[src/rtl/xadc_drp_sequencer_if.sv]
`default_nettype none
// ==== xadc_drp_sequencer_if : XADC DRP read bus, sequencer is master | rev 1.0 ====
interface xadc_drp_sequencer_if;
   logic        den;
   logic        dwe;
   logic [6:0]  daddr;
   logic [15:0] drp_do;
   logic        drdy;

   modport master (output den, dwe, daddr, input drp_do, drdy);
   modport slave  (input den, dwe, daddr, output drp_do, drdy);
endinterface
`default_nettype wire

[src/rtl/xadc_drp_sequencer.sv]
`default_nettype none
// ==== xadc_drp_sequencer : round-robin XADC DRP channel reader with watchdog | rev 1.0 ====
module xadc_drp_sequencer #(
   parameter logic [6:0]  ADDR0          = 7'h1E,
   parameter logic [6:0]  ADDR1          = 7'h17,
   parameter logic [6:0]  ADDR2          = 7'h1F,
   parameter logic [6:0]  ADDR3          = 7'h16,
   parameter int unsigned TIMEOUT_CYCLES = 255
) (
   input  wire logic              clk,
   input  wire logic              resetn,
   input  wire logic [3:0]        ch_enable,
   input  wire logic              eoc,
   xadc_drp_sequencer_if.master   drp,
   output logic [47:0]            ch_data,
   output logic [11:0]            sample_data,
   output logic [1:0]             sample_ch,
   output logic                   sample_valid,
   output logic                   busy,
   output logic                   timeout_err,
   input  wire logic              err_clear
);

   localparam logic [1:0]  c_st_idle  = 2'd0;
   localparam logic [1:0]  c_st_issue = 2'd1;
   localparam logic [1:0]  c_st_wait  = 2'd2;
   localparam logic [15:0] c_timeout  = 16'(TIMEOUT_CYCLES);

   logic [1:0]  r_state;
   logic [1:0]  w_next;
   logic [1:0]  r_last_ch;
   logic [1:0]  w_sel_ch;
   logic [6:0]  w_sel_addr;
   logic [15:0] r_wdog;
   logic        w_start;
   logic        w_capture;
   logic        w_expire;

   logic        r_den;
   logic        r_busy;
   logic [6:0]  r_daddr;
   logic [47:0] r_ch_data;
   logic [11:0] r_sample_data;
   logic [1:0]  r_sample_ch;
   logic        r_sample_valid;
   logic        r_timeout_err;
   logic        w_unused_lsb;

   // Scan last_ch+4 down to last_ch+1 so the nearest enabled successor wins.
   always_comb begin
      w_sel_ch = r_last_ch;
      for (int k = 4; k >= 1; k--) begin
         if (ch_enable[r_last_ch + 2'(k)]) begin
            w_sel_ch = r_last_ch + 2'(k);
         end
      end
   end

   always_comb begin
      w_sel_addr = ADDR0;
      case (w_sel_ch)
         2'd1:    w_sel_addr = ADDR1;
         2'd2:    w_sel_addr = ADDR2;
         2'd3:    w_sel_addr = ADDR3;
         default: w_sel_addr = ADDR0;
      endcase
   end

   always_ff @(posedge clk) begin
      if (!resetn) begin
         r_state <= c_st_idle;
      end else begin
         r_state <= w_next;
      end
   end

   always_comb begin
      w_next = r_state;
      case (r_state)
         c_st_idle: begin
            if (eoc && (ch_enable != 4'b0000)) begin
               w_next = c_st_issue;
            end
         end
         c_st_issue: w_next = c_st_wait;
         c_st_wait: begin
            if (drp.drdy || (r_wdog == c_timeout)) begin
               w_next = c_st_idle;
            end
         end
         default: w_next = c_st_idle;
      endcase
   end

   always_comb begin
      w_start   = (r_state == c_st_idle) && eoc && (ch_enable != 4'b0000);
      w_capture = (r_state == c_st_wait) && drp.drdy;
      w_expire  = (r_state == c_st_wait) && !drp.drdy && (r_wdog == c_timeout);
   end

   always_ff @(posedge clk) begin
      if (!resetn) begin
         r_den          <= 1'b0;
         r_busy         <= 1'b0;
         r_daddr        <= 7'h00;
         r_last_ch      <= 2'd3;
         r_wdog         <= 16'h0000;
         r_ch_data      <= 48'h0;
         r_sample_data  <= 12'h000;
         r_sample_ch    <= 2'd0;
         r_sample_valid <= 1'b0;
         r_timeout_err  <= 1'b0;
      end else begin
         r_den          <= (w_next == c_st_issue);
         r_busy         <= (w_next != c_st_idle);
         r_sample_valid <= w_capture;
         if (w_start) begin
            r_daddr   <= w_sel_addr;
            r_last_ch <= w_sel_ch;
         end
         if (r_state == c_st_issue) begin
            r_wdog <= 16'h0000;
         end else if ((r_state == c_st_wait) && !drp.drdy && !w_expire) begin
            r_wdog <= r_wdog + 16'd1;
         end
         // last_ch still names the in-flight channel while waiting for drdy.
         if (w_capture) begin
            for (int i = 0; i < 4; i++) begin
               if (r_last_ch == 2'(i)) begin
                  r_ch_data[12*i +: 12] <= drp.drp_do[15:4];
               end
            end
            r_sample_data <= drp.drp_do[15:4];
            r_sample_ch   <= r_last_ch;
         end
         if (w_expire) begin
            r_timeout_err <= 1'b1;
         end else if (err_clear) begin
            r_timeout_err <= 1'b0;
         end
      end
   end

   assign w_unused_lsb = ^drp.drp_do[3:0];

   assign drp.den      = r_den;
   assign drp.dwe      = 1'b0;
   assign drp.daddr    = r_daddr;
   assign ch_data      = r_ch_data;
   assign sample_data  = r_sample_data;
   assign sample_ch    = r_sample_ch;
   assign sample_valid = r_sample_valid;
   assign busy         = r_busy;
   assign timeout_err  = r_timeout_err;

endmodule
`default_nettype wire

[src/flat_wrapper.sv]
// flat-port wrapper written by rule: the top's interface ports become plain ports
module xadc_drp_sequencer_flat 
#(
   parameter logic [6:0]  ADDR0          = 7'h1E,
   parameter logic [6:0]  ADDR1          = 7'h17,
   parameter logic [6:0]  ADDR2          = 7'h1F,
   parameter logic [6:0]  ADDR3          = 7'h16,
   parameter int unsigned TIMEOUT_CYCLES = 255
)
  (clk, resetn, ch_enable, eoc, ch_data, sample_data, sample_ch, sample_valid, busy, timeout_err, err_clear, drp_den, drp_dwe, drp_daddr, drp_drp_do, drp_drdy);
  xadc_drp_sequencer_if drp_i ();
  input  wire logic clk;
  input  wire logic resetn;
  input  wire logic [3:0] ch_enable;
  input  wire logic eoc;
  output logic [47:0] ch_data;
  output logic [11:0] sample_data;
  output logic [1:0] sample_ch;
  output logic sample_valid;
  output logic busy;
  output logic timeout_err;
  input  wire logic err_clear;
  output wire logic [$bits(drp_i.den)-1:0] drp_den;
  output wire logic [$bits(drp_i.dwe)-1:0] drp_dwe;
  output wire logic [$bits(drp_i.daddr)-1:0] drp_daddr;
  input wire logic [$bits(drp_i.drp_do)-1:0] drp_drp_do;
  input wire logic [$bits(drp_i.drdy)-1:0] drp_drdy;
  assign drp_den = drp_i.den;
  assign drp_dwe = drp_i.dwe;
  assign drp_daddr = drp_i.daddr;
  assign drp_i.drp_do = drp_drp_do;
  assign drp_i.drdy = drp_drdy;
  xadc_drp_sequencer #(.ADDR0(ADDR0), .ADDR1(ADDR1), .ADDR2(ADDR2), .ADDR3(ADDR3), .TIMEOUT_CYCLES(TIMEOUT_CYCLES)) u_core (.clk(clk), .resetn(resetn), .ch_enable(ch_enable), .eoc(eoc), .drp(drp_i), .ch_data(ch_data), .sample_data(sample_data), .sample_ch(sample_ch), .sample_valid(sample_valid), .busy(busy), .timeout_err(timeout_err), .err_clear(err_clear));
endmodule
[config.mk]
export PLATFORM = sky130hd
export DESIGN_NAME = xadc_drp_sequencer_flat
export DESIGN_NICKNAME = d
export VERILOG_FILES = /design/src/rtl/xadc_drp_sequencer_if.sv /design/src/rtl/xadc_drp_sequencer.sv /design/src/flat_wrapper.sv
export SDC_FILE = /design/constraint.sdc
export NUM_CORES = 1
export LEC_CHECK = 0
export CORE_MARGIN = 4
export CORE_UTILIZATION = 45
export CTS_BUF_LIST = sky130_fd_sc_hd__clkbuf_4 sky130_fd_sc_hd__clkbuf_8 sky130_fd_sc_hd__clkbuf_16
export DETAILED_ROUTE_END_ITERATION = 7
export MAX_ROUTING_LAYER = met4
export PLACE_DENSITY_LB_ADDON = 0.25
export SLEW_MARGIN = 20
export SYNTH_ARGS = -nofsm -noshare
export SYNTH_HDL_FRONTEND = slang
export SYNTH_SLANG_ARGS = --single-unit
[constraint.sdc]
create_clock -name clk -period 3.2 [get_ports clk]
set_input_delay 0.32 -clock clk [delete_from_list [all_inputs] [get_ports clk]]
set_output_delay 0.32 -clock clk [all_outputs]
set_load 0.02 [all_outputs]
==> tab_implementation.tex, run 1 <==
\begin{tabular}{lr}
\hline
Metric & Value \\
\hline
\multicolumn{2}{l}{\textbf{Route}} \\
\quad Detailed Route WL & 8.953 mm \\
\quad Mean routed wirelength per cell & 14.32 um \\
\quad Violation count after the first detailed-routing iteration & 94 \\
\quad Routed via count & 3252 \\
\quad Total routed wire length on the met1 layer & 4.016 mm \\
\quad Ratio of routed vias to standard cells & 5.203 \\
\quad Total length of routed met2 wires & 4.261 mm \\
\quad DRC Markers & 0 \\
\quad Detail Route met3 WL & 545 um \\
\quad Top layer used by detailed routing & met4 \\
\quad Post-route antenna net violation count & 0 \\
\quad First-pass detailed-route iteration total & 4 \\
\multicolumn{2}{l}{\textbf{Yosys}} \\
\quad Number of unique standard cell types used by synthesis & 53 \\
\quad Post-synth top area share & 48.78\% \\
\quad Synthesized instance count & 441 \\
\quad EDFF count, synth & 0 \\
\quad Dominant cell by count in the synthesized netlist & sky130\_fd\_sc\_hd\_\_nand2\_1 \\
\quad Cell types with the highest counts after synthesis & 136 x sky130\_fd\_sc\_hd\_\_nand2\_1, 89 x sky130\_fd\_sc\_hd\_\_dfxtp\_1, 68 x sky130\_fd\_sc\_hd\_\_a21oi\_1, 22 x sky130\_fd\_sc\_hd\_\_clkbuf\_1, 20 x sky130\_fd\_sc\_hd\_\_nor2\_1 \\
\quad Synth top area cells & sky130\_fd\_sc\_hd\_\_dfxtp\_1 49\%, sky130\_fd\_sc\_hd\_\_nand2\_1 14\%, sky130\_fd\_sc\_hd\_\_a21oi\_1 9.3\% \\
\quad Combinational family with the most area after synthesis & simple AND/OR/NAND/NOR gates \\
\quad Number of warning messages in the yosys log & 0 \\
\quad Complex-gate fraction of the synthesized area & 15.79\% \\
\quad Flop and latch count out of synthesis & 89 \\
\quad Post-synthesis cell type with the largest combined area & sky130\_fd\_sc\_hd\_\_dfxtp\_1 \\
\quad Portion of netlist area occupied by mux cells & 1.987\% \\
\quad Mapped Avg Cell Area & 8.282 um\^{}2 \\
\quad Share of the synthesized netlist area taken by xor and xnor gates & 2.398\% \\
\quad Post-synthesis simple-gate area fraction & 24.73\% \\
\quad Portion of the post-synthesis area used by sequential elements & 48.78\% \\
\quad Fraction of synthesis flops using an asynchronous set or reset pin & 0\% \\
\quad Adder-cell area share of the yosys netlist & 1.713\% \\
\quad Cell area after synthesis & 3652 um\^{}2 \\
\quad Ys flop type & sky130\_fd\_sc\_hd\_\_dfxtp\_1 \\
\multicolumn{2}{l}{\textbf{Floorplan}} \\
\quad Vertical extent of the die & 98.09 um \\
\quad Row count & 32 \\
\quad Area of the core region & 7807 um\^{}2 \\
\quad Starting density of the core & 46.78\% \\
\quad Die X-Extent & 98.09 um \\
\quad Number of ports placed on the die boundary & 99 \\
\quad Die area & 9622 um\^{}2 \\
\multicolumn{2}{l}{\textbf{Setup path}} \\
\quad RR Endpoint & u\_core.drp.daddr[0] \\
\quad Crit path cell chain & inv\_1, ha\_1, a2111oi\_0, o31a\_1, nand2\_1, a221oi\_1 \\
\quad Element type at the critical path end & flop \\
\quad Crit path max-delay cell type & sky130\_fd\_sc\_hd\_\_dfxtp\_1 \\
\quad Critical R2R Launch & u\_core.r\_last\_ch[0] \\
\quad Slack of the worst reg-to-reg path & 0.95 ns \\
\quad Critical path class & reg -> reg \\
\quad Critical Path Start Type & flop \\
\quad Arrival time of the worst setup path & 2.52 ns \\
\quad Worst Path Required & 3.46 ns \\
\quad Crit-path leading delay family & compound AO/OA/AOI/OAI gates \\
\quad Maximum net fanout on the critical path & 11 \\
\quad Longest individual stage delay on the worst path & 0.58 ns \\
\quad Depth of the most critical reg-to-reg path & 6 \\
\quad Bufs and invs on worst path & 1 \\
\multicolumn{2}{l}{\textbf{Power and ir drop}} \\
\quad Proportion of total power due to net switching & 24.88\% \\
\quad Worst vdd ir & 0.0002733 V \\
\quad Int Power & 1.675 mW \\
\quad Fraction of power consumed by sequential logic & 51.5\% \\
\quad Proportion of power drawn by the clock network & 38.5\% \\
\quad Static leakage & 1.678 nW \\
\quad Combinational group share of total power & 9.9\% \\
\quad Switching power total & 0.5548 mW \\
\quad Power density of the placed cells & 464.9 nW/um\^{}2 \\
\multicolumn{2}{l}{\textbf{Clock network}} \\
\quad Largest buffer count on any clock path & 2 \\
\quad Buffer type at the clock tree root & sky130\_fd\_sc\_hd\_\_clkbuf\_8 \\
\quad Post-CTS Hold Fix Bufs & 0 \\
\quad Clock input transition at the sequential cells of the worst setup and hold paths & 0.09 ns \\
\quad Number of buffers inserted during clock tree synthesis & 9 \\
\quad CTS tree & built \\
\quad Number of instances resized during post-cts repair & 0 \\
\quad H-Tree Level Count & 3 \\
\quad Clock net sink count & 89 \\
\quad Clock latency on the worst-skew pair & 0.36 ns \\
\quad Post CTS Setup Buffer Count & 0 \\
\multicolumn{2}{l}{\textbf{STA}} \\
\quad Max Fclk & 443.6 MHz \\
\quad Final period util & 70.45\% \\
\quad Final setup viols & 0 \\
\quad Sum of negative setup slack & 0 ns \\
\quad Tightest slew margin relative to the limit & 56.28\% \\
\quad Slew of the pin with the lowest slew margin & 0.6538 ns \\
\quad Setup repair after global routing missed its margin & no \\
\quad Post-route clock skew & 0.009707 ns \\
\quad Total count of max-transition violations in the final report & 0 \\
\quad Final number of hold-violating endpoints & 0 \\
\quad Minimum clock period after layout & 2.254 ns \\
\multicolumn{2}{l}{\textbf{Placed design}} \\
\quad HPWL Detailed & 6.563 mm \\
\quad Placed inst area & 4572 um\^{}2 \\
\quad Cell total after placement & 609 \\
\quad Final weighted congestion in routability-driven placement & 0.8035 \\
\quad Port bufs & 91 \\
\multicolumn{2}{l}{\textbf{GRT}} \\
\quad Antenna violations before repair & 0 \\
\quad Residual overflow from global routing & 0 \\
\quad Vias in the first global route & 2907 \\
\quad Global router's overall resource usage & 18.64\% \\
\quad First-pass GRT wire length & 14.26 mm \\
\quad Largest net degree at the start of global routing & 37 \\
\multicolumn{2}{l}{\textbf{Run}} \\
\quad Maxcap violations & 0 \\
\multicolumn{2}{l}{\textbf{Layout}} \\
\quad Util after Layout & 61.43\% \\
\quad Syn-to-layout area delta & 31.31\% \\
\quad Share of final-layout standard cells stronger than drive strength 1 & 5.927\% \\
\quad Final net count & 548 \\
\quad Post-route cell area & 4796 um\^{}2 \\
\quad Diode insertion count for antenna repair & 0 \\
\quad Filler-free cell count of the finished design & 625 \\
\multicolumn{2}{l}{\textbf{Min path}} \\
\quad Worst hold path endpoint & u\_core.ch\_data[11] \\
\quad Launch instance of the worst min-delay path & u\_core.ch\_data[11] \\
\quad Hold Crit Class & reg -> reg \\
\quad Cell depth of the worst min-delay path & 2 \\
\multicolumn{2}{l}{\textbf{Run status}} \\
\quad Result of the run & complete, no violations \\
\hline
\end{tabular}
-- sequential cells by signal, indices dropped and copies added (netlist names) --
signal	flops
u_core.ch_data	48
u_core.busy	1
u_core.r_last_ch	2
u_core.sample_valid	1
u_core.r_state	2
u_core.sample_data	12
u_core.drp.den	1
u_core.timeout_err	1
u_core.drp.daddr	3
u_core.sample_ch	2
u_core.r_wdog	16
-- stage by stage --
stage                     setup WS [ns]  power [mW]  hold slack (ns)
after floorplan                   1.150       1.304           0.4560
after global placement           0.9016       1.390           0.4417
after detailed placement         0.8583       1.396           0.4466
after CTS                        0.9480       2.244           0.4579
after global routing             0.7421       2.311           0.4744
final                            0.9456       2.230           0.4579
-- logic make-up (layout without fill, tap and decap cells) --
group,count (synthesis),after routing
muxes,6,6
DFF,89,89
AOI/OAI and AO/OA,97,97
other,1,3
and+or+nand+nor,199,199
xor gates and xnor gates,10,10
buffers and inverters,34,114
adders and majority gates,5,5
-- per-layer routing --
metal	global-route usage [%]	up-vias
met5	-	-
met4	5.431	0
met3	4.643	12
met2	28.95	91
met1	24.12	1514
li1	-	1635
-- power by group through the flow --
stage | registers [mW] | clock network [mW] | logic, mW
after floorplan | 1.18 | 0 | 0.119
after global placement | 1.17 | 0 | 0.216
after detailed placement | 1.17 | 0 | 0.222
after CTS | 1.15 | 0.872 | 0.223
after global routing | 1.15 | 0.917 | 0.241
final | 1.15 | 0.859 | 0.222
-- layout make-up --
class	count	area, um^2
Clock buffer	9	123.9
Tap cell	102	127.6
Clock inverter	7	100.1
Timing Repair Buffer	94	933.4
Inverter	4	15.01
Multi-Input combinational cell	320	1714
Fill cell	714	3012
Sequential cell	89	1782
-- placed cells by master, fill, tap and decap left out, drive strengths merged, types with 2 or more instances in the layout --
| master | instances |
|---|---|
| nand4 | 2 |
| and2 | 7 |
| o21ai | 6 |
| nand3 | 5 |
| nand2 | 136 |
| xor2 | 9 |
| o2111ai | 2 |
| and3b | 2 |
| mux2i | 5 |
| inv | 7 |
| and3 | 5 |
| conb | 3 |
| clkbuf | 9 |
| nand3b | 2 |
| a21oi | 68 |
| clkinv | 2 |
| nor2 | 20 |
| o211ai | 8 |
| ha | 5 |
| bufinv | 2 |
| or3 | 4 |
| or4 | 5 |
| dfxtp | 89 |
| clkdlybuf4s50 | 91 |
| and4 | 3 |
| nor3b | 4 |
| buf | 3 |
| o21bai | 2 |
-- worst reg2reg max path, cell delays in order (launching register included) --
cell,delay (ns)
sky130_fd_sc_hd__dfxtp_1,0.58
sky130_fd_sc_hd__inv_1,0.20
sky130_fd_sc_hd__ha_1,0.41
sky130_fd_sc_hd__a2111oi_0,0.40
sky130_fd_sc_hd__o31a_1,0.26
sky130_fd_sc_hd__nand2_1,0.06
sky130_fd_sc_hd__a221oi_1,0.25
-- worst max path at each step --
stage,start,end,cells past startpoint
floorplan,u_core.r_last_ch[0],u_core.drp.daddr[0],7
global placement,drp_drdy,u_core.r_wdog[12],5
detailed placement,drp_drdy,u_core.r_wdog[12],5
CTS,u_core.r_last_ch[0],u_core.drp.daddr[0],6
global route,u_core.r_last_ch[0],u_core.drp.daddr[0],6
finish,u_core.r_last_ch[0],u_core.drp.daddr[0],6
(Power assumes the default switching activity.)
==> run 2, diff against run 1 <==
==> constraint.sdc (replaced) <==
create_clock -name clk -period 2.3 [get_ports clk]
set_input_delay 0.23 -clock clk [delete_from_list [all_inputs] [get_ports clk]]
set_output_delay 0.23 -clock clk [all_outputs]
set_load 0.02 [all_outputs]
==> tab_implementation.tex, run 2 (synthesized netlist as in run 1, its figures left out) <==
\begin{tabular}{lr}
\hline
Metric & Value \\
\hline
\multicolumn{2}{l}{\textbf{Layout}} \\
\quad Post-route cell area & 4823 um\^{}2 (was 4796 um\^{}2) \\
\quad Share of final-layout standard cells stronger than drive strength 1 & 7.170\% (was 5.927\%) \\
\quad Most common library cell in the layout ignoring fill and taps & sky130\_fd\_sc\_hd\_\_nand2\_1 (unchanged) \\
\quad Top library cells by usage in the layout, fill and taps aside & 136 x sky130\_fd\_sc\_hd\_\_nand2\_1, 91 x sky130\_fd\_sc\_hd\_\_clkdlybuf4s50\_1, 89 x sky130\_fd\_sc\_hd\_\_dfxtp\_1 (unchanged) \\
\quad Flip-flop count of the largest register, all copies and words added & 48 (unchanged) \\
\quad Syn-to-layout area delta & 32.07\% (was 31.31\%) \\
\quad Filler-free cell count of the finished design & 632 (was 625) \\
\quad Final net count & 555 (was 548) \\
\quad Diode insertion count for antenna repair & 0 (unchanged) \\
\quad Util after Layout & 61.78\% (was 61.43\%) \\
\multicolumn{2}{l}{\textbf{Route}} \\
\quad Violation count after the first detailed-routing iteration & 92 (was 94) \\
\quad Ratio of routed vias to standard cells & 5.199 (was 5.203) \\
\quad DRC Markers & 0 (unchanged) \\
\quad Mean routed wirelength per cell & 14.31 um (was 14.32 um) \\
\quad Detailed Route WL & 9.041 mm (was 8.953 mm) \\
\quad First-pass detailed-route iteration total & 4 (unchanged) \\
\quad Routed via count & 3286 (was 3252) \\
\quad Post-route antenna net violation count & 0 (unchanged) \\
\multicolumn{2}{l}{\textbf{Clock network}} \\
\quad Clock input transition at the sequential cells of the worst setup and hold paths & 0.09 ns (about the same) \\
\quad CTS tree & built (unchanged) \\
\quad Post-CTS Hold Fix Bufs & 0 (unchanged) \\
\quad Clock latency on the worst-skew pair & 0.36 ns (about the same) \\
\quad Largest buffer count on any clock path & 2 (unchanged) \\
\quad Number of buffers inserted during clock tree synthesis & 9 (unchanged) \\
\quad Clock net sink count & 89 (unchanged) \\
\quad Number of instances resized during post-cts repair & 0 (unchanged) \\
\quad H-Tree Level Count & 3 (unchanged) \\
\quad Buffer type at the clock tree root & sky130\_fd\_sc\_hd\_\_clkbuf\_8 (unchanged) \\
\quad Post CTS Setup Buffer Count & 0 (unchanged) \\
\multicolumn{2}{l}{\textbf{GRT}} \\
\quad First-pass GRT wire length & 14.40 mm (was 14.26 mm) \\
\quad Global router's overall resource usage & 19.08\% (was 18.64\%) \\
\quad Largest net degree at the start of global routing & 35 (was 37) \\
\quad Vias in the first global route & 2943 (was 2907) \\
\quad Antenna violations before repair & 0 (unchanged) \\
\quad Residual overflow from global routing & 0 (unchanged) \\
\multicolumn{2}{l}{\textbf{Run}} \\
\quad Maxcap violations & 0 (unchanged) \\
\multicolumn{2}{l}{\textbf{Power and ir drop}} \\
\quad Static leakage & 1.686 nW (was 1.678 nW) \\
\quad Overall power after layout & 2.931 mW (was 2.230 mW) \\
\quad Worst vdd ir & 0.0004116 V (was 0.0002733 V) \\
\quad Power density of the placed cells & 607.7 nW/um\^{}2 (was 464.9 nW/um\^{}2) \\
\multicolumn{2}{l}{\textbf{Floorplan}} \\
\quad Number of ports placed on the die boundary & 99 (unchanged) \\
\quad Vertical extent of the die & 98.09 um (unchanged) \\
\quad Starting density of the core & 46.78\% (unchanged) \\
\quad Row count & 32 (unchanged) \\
\quad Die area & 9622 um\^{}2 (unchanged) \\
\quad Die X-Extent & 98.09 um (unchanged) \\
\quad Area of the core region & 7807 um\^{}2 (unchanged) \\
\multicolumn{2}{l}{\textbf{Min path}} \\
\quad Launch instance of the worst min-delay path & u\_core.ch\_data[22] (was u\_core.ch\_data[11]) \\
\quad Hold Crit Class & reg -> reg (unchanged) \\
\multicolumn{2}{l}{\textbf{STA}} \\
\quad Final number of hold-violating endpoints & 0 (unchanged) \\
\quad Minimum clock period after layout & 2.021 ns (was 2.254 ns) \\
\quad Total count of max-transition violations in the final report & 0 (unchanged) \\
\quad Post-route clock skew & 0.01105 ns (was 0.009707 ns) \\
\quad Final period util & 87.88\% (was 70.45\%) \\
\quad Min Hold Slack & 0.4565 ns (was 0.4579 ns) \\
\quad Final setup viols & 0 (unchanged) \\
\quad Max Fclk & 494.7 MHz (was 443.6 MHz) \\
\quad Sum of negative setup slack & 0 ns (unchanged) \\
\quad Final worst-path setup slack & 0.2787 ns (was 0.9456 ns) \\
\quad Setup repair after global routing missed its margin & no (unchanged) \\
\multicolumn{2}{l}{\textbf{Setup path}} \\
\quad Critical Path Start Type & flop (unchanged) \\
\quad Maximum net fanout on the critical path & 11 (unchanged) \\
\quad Arrival time of the worst setup path & 2.27 ns (was 2.52 ns) \\
\quad Critical R2R Launch & u\_core.r\_wdog[12] (was u\_core.r\_last\_ch[0]) \\
\quad Worst Path Required & 2.55 ns (was 3.46 ns) \\
\quad Critical Path Start & u\_core.r\_wdog[12] (was u\_core.r\_last\_ch[0]) \\
\quad Element type at the critical path end & flop (unchanged) \\
\quad Critical path class & reg -> reg (unchanged) \\
\multicolumn{2}{l}{\textbf{Placed design}} \\
\quad Cell total after placement & 616 (was 609) \\
\quad Final weighted congestion in routability-driven placement & 0.8514 (was 0.8035) \\
\quad Placed inst area & 4637 um\^{}2 (was 4572 um\^{}2) \\
\quad Minimum setup slack after placement & 0.2384 ns (was 0.8583 ns) \\
\quad Port bufs & 91 (unchanged) \\
\quad HPWL Detailed & 6.651 mm (was 6.563 mm) \\
\multicolumn{2}{l}{\textbf{Run status}} \\
\quad Result of the run & complete, no violations (unchanged) \\
\hline
\end{tabular}
## run 2: changes by cell type in the layout (fill, tap and decap cells not counted)
cell	before	now
sky130_fd_sc_hd__buf_12	0	1
sky130_fd_sc_hd__clkinv_2	1	0
sky130_fd_sc_hd__bufinv_16	2	0
sky130_fd_sc_hd__clkinv_4	1	0
sky130_fd_sc_hd__clkinvlp_4	0	3
sky130_fd_sc_hd__buf_4	3	9
sky130_fd_sc_hd__clkbuf_8	9	10
## run 2: layer usage
metal / vias to the layer above / part of all wire [%] / GRT usage [%]
li1: 1655 / - / -
met1: 1537 / 45 / 23.78
met2: 84 / 48 / 30.26
met3: 10 / 5.6 / 3.786
met4: 0 / 1.5 / 7.881
met5: - / 0 / -
## run 2: layout make-up
class	instances	area, um^2
Sequential cell	89	1782
Tap cell	102	127.6
Inverter	4	15.01
Timing Repair Buffer	101	998.5
Multi-Input combinational cell	320	1714
Clock inverter	6	48.80
Fill cell	724	2984
Clock buffer	10	137.6
## run 2: final timing paths
check / to / slack (ns) / cells past startpoint
max reg2reg: u_core.r_wdog[15] / 0.28 / 5
min reg2reg: u_core.ch_data[22] / 0.46 / 2
max: u_core.r_wdog[15] / 0.28 / 5
min: u_core.ch_data[22] / 0.46 / 2
## run 2: power breakdown
group | leakage, nW | internal (mW) | switching (mW)
Combinational | 0.880 | 0.150 | 0.182
Sequential | 0.719 | 1.57 | 0.0179
Clock | 0.0859 | 0.433 | 0.580
## run 2: worst max-delay path, stage by stage (launching register included)
cell and delay (ns):
sky130_fd_sc_hd__dfxtp_1 0.34, sky130_fd_sc_hd__or4_4 0.55, sky130_fd_sc_hd__or3_4 0.47, sky130_fd_sc_hd__o211ai_1 0.33
sky130_fd_sc_hd__or3_1 0.16, sky130_fd_sc_hd__a21oi_1 0.06
